### src/rtl/tape_pkg.sv
// Shared types and default timing for the cassette output encoder.
// Defaults give 1200 bit/s cells at a 42.66 MHz core clock.
package tape_pkg;

    typedef enum logic [1:0] {
        IDLE,
        LEADER,
        SYNC,
        DATA
    } tape_state_t;

    localparam int unsigned TAPE_CELL_CYCLES  = 35550;
    localparam int unsigned TAPE_PULSE_CYCLES = 4266;
    localparam int unsigned TAPE_LEADER_BYTES = 256;

    localparam logic [7:0] TAPE_LEADER_BYTE = 8'hAA;
    localparam logic [7:0] TAPE_SYNC_BYTE   = 8'h66;

endpackage

### src/rtl/tape_bit_timer.sv
// Bit-cell counter: a clock pulse at the start of every cell and a data pulse
// at mid-cell for '1' bits. pulse is combinational; the caller registers it.
module tape_bit_timer
    import tape_pkg::*;
#(
    parameter int unsigned CELL_CYCLES  = TAPE_CELL_CYCLES,
    parameter int unsigned PULSE_CYCLES = TAPE_PULSE_CYCLES
) (
    input  logic clock,
    input  logic reset,
    input  logic start,
    input  logic data_bit,
    input  logic hold,
    output logic pulse,
    output logic cell_end
);

    localparam int unsigned CW = $clog2(CELL_CYCLES);

    localparam logic [CW-1:0] CNT_LAST   = CW'(CELL_CYCLES - 1);
    localparam logic [CW-1:0] CLOCK_END  = CW'(PULSE_CYCLES);
    localparam logic [CW-1:0] DATA_START = CW'(CELL_CYCLES / 2);
    localparam logic [CW-1:0] DATA_END   = CW'(CELL_CYCLES / 2 + PULSE_CYCLES);

    logic [CW-1:0] cnt;

    // While held the counter parks at 0 and the line stays quiet.
    assign cell_end = ~hold & (cnt == CNT_LAST);
    assign pulse    = ~hold & ((cnt < CLOCK_END) |
                               (data_bit & (cnt >= DATA_START) & (cnt < DATA_END)));

    always_ff @(posedge clock or posedge reset) begin
        if (reset) begin
            cnt <= '0;
        end else if (start | hold | cell_end) begin
            cnt <= '0;
        end else begin
            cnt <= cnt + 1'b1;
        end
    end

endmodule

### src/rtl/tape_encoder.sv
// Cassette output serializer: leader, sync byte, then handshaked payload
// bytes, each sent MSB first as pulse-coded bit cells.
module tape_encoder
    import tape_pkg::*;
#(
    parameter int unsigned CELL_CYCLES  = TAPE_CELL_CYCLES,
    parameter int unsigned PULSE_CYCLES = TAPE_PULSE_CYCLES,
    parameter int unsigned LEADER_BYTES = TAPE_LEADER_BYTES,
    parameter logic [7:0]  LEADER_BYTE  = TAPE_LEADER_BYTE,
    parameter logic [7:0]  SYNC_BYTE    = TAPE_SYNC_BYTE
) (
    input  logic       clock,
    input  logic       reset,
    input  logic [7:0] in_data,
    input  logic       in_valid,
    output logic       in_ready,
    input  logic       in_last,
    input  logic       abort,
    output logic       tape_out,
    output logic       busy,
    output logic       done
);

    localparam logic [15:0] LEADER_LAST = 16'(LEADER_BYTES - 1);

    tape_state_t state, state_next;
    logic [7:0]  shift, shift_next;
    logic [2:0]  bit_cnt, bit_cnt_next;
    logic [15:0] byte_cnt, byte_cnt_next;
    logic        need_byte, need_next;
    logic        last_flag, last_next;
    logic        done_next;
    logic        accept, hold, pulse, cell_end, byte_end;

    assign in_ready = (state == DATA) & need_byte & ~abort;
    assign accept   = in_ready & in_valid;
    assign hold     = (state == IDLE) | ((state == DATA) & need_byte);
    assign byte_end = cell_end & (bit_cnt == 3'd7);

    tape_bit_timer #(
        .CELL_CYCLES (CELL_CYCLES),
        .PULSE_CYCLES(PULSE_CYCLES)
    ) u_timer (
        .clock   (clock),
        .reset   (reset),
        .start   (abort | accept),
        .data_bit(shift[7]),
        .hold    (hold),
        .pulse   (pulse),
        .cell_end(cell_end)
    );

    always_comb begin
        state_next    = state;
        shift_next    = shift;
        bit_cnt_next  = bit_cnt;
        byte_cnt_next = byte_cnt;
        need_next     = need_byte;
        last_next     = last_flag;
        done_next     = 1'b0;

        if (cell_end) begin
            shift_next   = {shift[6:0], 1'b0};
            bit_cnt_next = bit_cnt + 3'd1;
        end

        unique case (state)
            IDLE: begin
                if (in_valid) begin
                    state_next    = LEADER;
                    shift_next    = LEADER_BYTE;
                    bit_cnt_next  = '0;
                    byte_cnt_next = '0;
                end
            end
            LEADER: begin
                if (byte_end) begin
                    if (byte_cnt == LEADER_LAST) begin
                        state_next = SYNC;
                        shift_next = SYNC_BYTE;
                    end else begin
                        byte_cnt_next = byte_cnt + 16'd1;
                        shift_next    = LEADER_BYTE;
                    end
                end
            end
            SYNC: begin
                if (byte_end) begin
                    state_next = DATA;
                    need_next  = 1'b1;
                end
            end
            DATA: begin
                if (accept) begin
                    shift_next   = in_data;
                    last_next    = in_last;
                    need_next    = 1'b0;
                    bit_cnt_next = '0;
                end else if (byte_end) begin
                    if (last_flag) begin
                        state_next = IDLE;
                        done_next  = 1'b1;
                    end else begin
                        need_next = 1'b1;
                    end
                end
            end
            default: state_next = IDLE;
        endcase

        // Cancel outranks everything, including a same-cycle accept.
        if (abort) begin
            state_next    = IDLE;
            shift_next    = '0;
            bit_cnt_next  = '0;
            byte_cnt_next = '0;
            need_next     = 1'b0;
            last_next     = 1'b0;
            done_next     = 1'b0;
        end
    end

    always_ff @(posedge clock or posedge reset) begin
        if (reset) begin
            state     <= IDLE;
            shift     <= '0;
            bit_cnt   <= '0;
            byte_cnt  <= '0;
            need_byte <= 1'b0;
            last_flag <= 1'b0;
            done      <= 1'b0;
            busy      <= 1'b0;
            tape_out  <= 1'b0;
        end else begin
            state     <= state_next;
            shift     <= shift_next;
            bit_cnt   <= bit_cnt_next;
            byte_cnt  <= byte_cnt_next;
            need_byte <= need_next;
            last_flag <= last_next;
            done      <= done_next;
            busy      <= (state_next != IDLE);
            tape_out  <= pulse & ~abort;
        end
    end

endmodule
### config.mk
export PLATFORM = sky130hd
export DESIGN_NAME = tape_encoder
export DESIGN_NICKNAME = d
export VERILOG_FILES = /design/src/rtl/tape_pkg.sv /design/src/rtl/tape_bit_timer.sv /design/src/rtl/tape_encoder.sv
export SDC_FILE = /design/constraint.sdc
export NUM_CORES = 1
export LEC_CHECK = 0
export ABC_AREA = 1
export BUFFER_PORTS_ARGS = -buffer_cell sky130_fd_sc_hd__buf_2
export CORE_MARGIN = 5
export CORE_UTILIZATION = 28
export DETAILED_ROUTE_END_ITERATION = 8
export MAX_ROUTING_LAYER = met4
export SLEW_MARGIN = 40
export SYNTH_ARGS = -nofsm -noshare
export SYNTH_HDL_FRONTEND = slang
export SYNTH_SLANG_ARGS = --single-unit
### constraint.sdc
create_clock -name clock -period 5 [get_ports clock]
set_input_delay 0 -clock clock [delete_from_list [all_inputs] [get_ports clock]]
set_output_delay 0 -clock clock [all_outputs]
set_load 0.1 [all_outputs]
==> flow_metrics.py <==
metrics = {
    "route": {
        "routed_via_density": 4.83,
        "drc_errors": 0,
        "antenna_left": 0,
        "dr_total_vias": 2957,
        "drt_iter0_drc": 270,
        "dr.pass1.iters": 4,
        "avgRoutedWirePerCell_um": 12.7,
        "drt-total-wl_mm": 7.79,
    },
    "cells_and_area": {
        "nets": 490,
        "postLayoutCoreUtil": 0.319,
        "final_cell_mix": "nand2_1 (105), inv_1 (57), nor2_1 (57)",
        "fill_cells": 1247,
        "area_growth_syn_to_layout_pct": 11.9,
        "final_common_cell": "nand2_1",
        "fin_cells": 612,
        "layout-drive-gt1-share": 0.0983,
    },
    "worst_hold_path": {
        "holdCritPathClass": "in -> reg",
    },
    "cts": {
        "hold_buffers": 6,
        "h-tree-depth": 2,
        "cts_resized": 0,
        "cts_root_buffer": "clkbuf_16",
        "cts_tree": "yes",
        "cts_buffer_depth": 2,
        "cts_buffers": 5,
        "clock_latency_ns": 0.29,
        "cts.sinks": 50,
        "clkSlewWorstSetupHoldPaths_ns": 0.07,
        "cts_setup_buffers": 0,
    },
    "floorplan": {
        "fp.dieW_um": 118,
        "start_util": 0.285,
        "die_area_um2": 13900,
        "ioPinCount": 17,
        "core-area_um2": 11400,
        "die_h_um": 118,
        "fp-row-count": 39,
    },
    "pwr": {
        "comb_power_share": 0.349,
        "max-vdd-ir-drop_mv": 0.183,
        "swShare": 0.393,
        "seq_power_share": 0.374,
        "p_sw_w": 0.000492,
        "power_density_nw_per_um2": 344,
        "clkPwrFrac": 0.276,
        "p_int_w": 0.000760,
        "leakage_nw": 1.65,
        "power_w": 0.00125,
    },
    "placement": {
        "portBuffers": 16,
        "gp_congestion": 0.888,
        "dp_cells": 597,
        "hpwl_mm": 5.78,
    },
    "critical_path": {
        "r2r_setup_slack_ns": 2.65,
        "critPathMaxFanout": 22,
        "crit_path_frequent_cell": "inv_1",
        "cp.required_ns": 5.21,
        "cp-end-kind": "register",
        "slowest_delay_ns": 0.40,
        "critPathKind": "reg -> reg",
        "path_cells": "inv_1 > ha_1 > inv_1 > nor2_4 > inv_1 > nand2_1 > nand2_4 > inv_1 > a21oi_1 > a21oi_1",
        "start_kind": "register",
        "worstPathArrival_ns": 2.56,
        "critPathSlowestCell": "dfrtp_1",
    },
    "sta": {
        "final_max_slew_viol_count": 0,
        "grt_setup_unrepaired": "no",
        "period_minus_slack_ns": 2.35,
        "clock.fmax_ghz": 0.425,
        "slew-limit-headroom": 0.563,
        "max_slew.worst_pin.slew_ns": 0.653,
        "fin_setup_tns_ns": 0,
        "hold_viol": 0,
        "setup_viol": 0,
        "post-route-period-util": 0.470,
        "finalClockSkew_ns": 0.00576,
    },
    "yosys": {
        "ys_warn_count": 0,
        "synth_edf_count": 0,
        "async_reset_ff_frac": 1.00,
        "synth_top_family_by_area": "simple AND/OR/NAND/NOR gates",
        "synth_cell_types": 39,
        "synth_fa_ha_area_frac": 0.0384,
        "synthFlopType": "dfrtp_1",
        "yosysSeqAreaShare": 0.384,
        "synth.avg_cell_area_um2": 7.25,
        "synth_compound_area_frac": 0.112,
        "syn_inst": 449,
        "synth-xor-area-share": 0.00538,
        "synth.area.mux_share": 0,
        "synth-simple-area-share": 0.361,
        "synthesis.area_um2": 3250,
        "syn_nets": 472,
        "ys_ff_latch": 50,
    },
    "global_routing": {
        "grt_max_degree": 51,
        "grt_pass1_wl_mm": 13.5,
        "track_usage": 0.117,
        "gr-total-overflow": 0,
        "grt_pass1_vias": 2904,
        "antenna_found_initial": 1,
    },
    "flow_run": {
        "maxCapViolCount": 0,
    },
    "run_status": {
        "status": "completed",
    },
}
path summary, 6_finish.rpt:
kind | startpoint | end | cells after the start
setup / recovery | state[1] | byte_cnt[12] | 10
hold / removal | in_data[1] | shift[1] | 3
setup reg to reg | state[1] | byte_cnt[12] | 10
hold reg to reg | byte_cnt[2] | byte_cnt[2] | 2
max in group asynchronous | reset | shift[2] | 3
min in group asynchronous | reset | u_timer.cnt[6] | 3
routing by layer:
metal	wire [um]	track usage	share of wire	vias to the layer above
met1	3660	0.150	0.47	1384
li1	-	-	-	1502
met5	0	-	0	-
met4	117	0.0272	0.015	0
met2	3800	0.194	0.49	58
met3	203	0.0192	0.026	13
power groups by stage:
stage,registers (W),clock network [W],logic (W)
4_1_cts,0.000469,0.000358,0.000439
3_3_place_gp,0.000473,0,0.000431
6_report,0.000468,0.000346,0.000437
5_1_grt,0.000472,0.000377,0.000493
2_1_floorplan,0.000519,0,0.000311
3_5_place_dp,0.000476,0,0.000433
worst max-delay path: cells and delay by family, from the launching register on:
kind                       cells  cell delay (ns)
and+or+nand+nor                3             0.63
DFF                            1             0.40
buffers and inverters          4             0.66
AOI/OAI and AO/OA              2             0.22
adders and majority gates      1             0.35
logic make-up (layout without fill, tap and decap cells):
family | after synthesis | count (layout)
AND/OR/NAND/NOR | 251 | 251
adder cells (fa/ha/maj) | 10 | 10
other | 0 | 1
flip-flops | 50 | 50
XOR/XNOR | 2 | 2
buffers and inverters | 73 | 92
AO/OA/AOI/OAI | 63 | 63
per-stage QoR:
stage | worst slack [ns] | hold WS (ns) | instance area [um2]
2_1_floorplan | 2.25 | 0.138 | 3250
3_3_place_gp | 2.80 | 0.252 | 3420
3_5_place_dp | 2.68 | 0.139 | 3430
4_1_cts | 2.67 | 0.00590 | 3640
5_1_grt | 2.47 | 0.0151 | 3640
6_report | 2.65 | 0.0127 | 3640
Yosys cell counts (all sizes together) (2+ instances only):
cell type | count | area share
nand2 | 109 | 0.13
inv | 61 | 0.070
nor2 | 59 | 0.075
dfrtp | 50 | 0.38
nand3 | 34 | 0.057
a21oi | 31 | 0.051
nor3 | 23 | 0.042
o21ai | 19 | 0.030
nand4 | 15 | 0.033
buf | 10 | 0.026
ha | 10 | 0.038
a31oi | 4 | 0.0077
nor3b | 4 | 0.0092
o211ai | 4 | 0.011
a211oi | 3 | 0.0069
nor4 | 3 | 0.0058
nand3b | 2 | 0.0046
or2 | 2 | 0.0038
cell type report:
cell class	instances	area, um2	share of cell area
multi-input cells	326	1680	0.462
flip-flops and latches	50	1250	0.344
inverters	62	235	0.0646
well taps	143	179	0.0491
repair buffers	22	140	0.0385
clock buffers	6	139	0.0381
clock inverters	2	12.5	0.00344
diodes	1	2.50	0.000687
flip-flops by register name (all words and copies together) (netlist names):
name	flops
bit_cnt	3
busy	1
byte_cnt	16
done	1
last_flag	1
need_byte	1
shift	8
state	2
tape_out	1
u_timer.cnt	16
No activity file was read; power rests on OpenSTA's default activity.
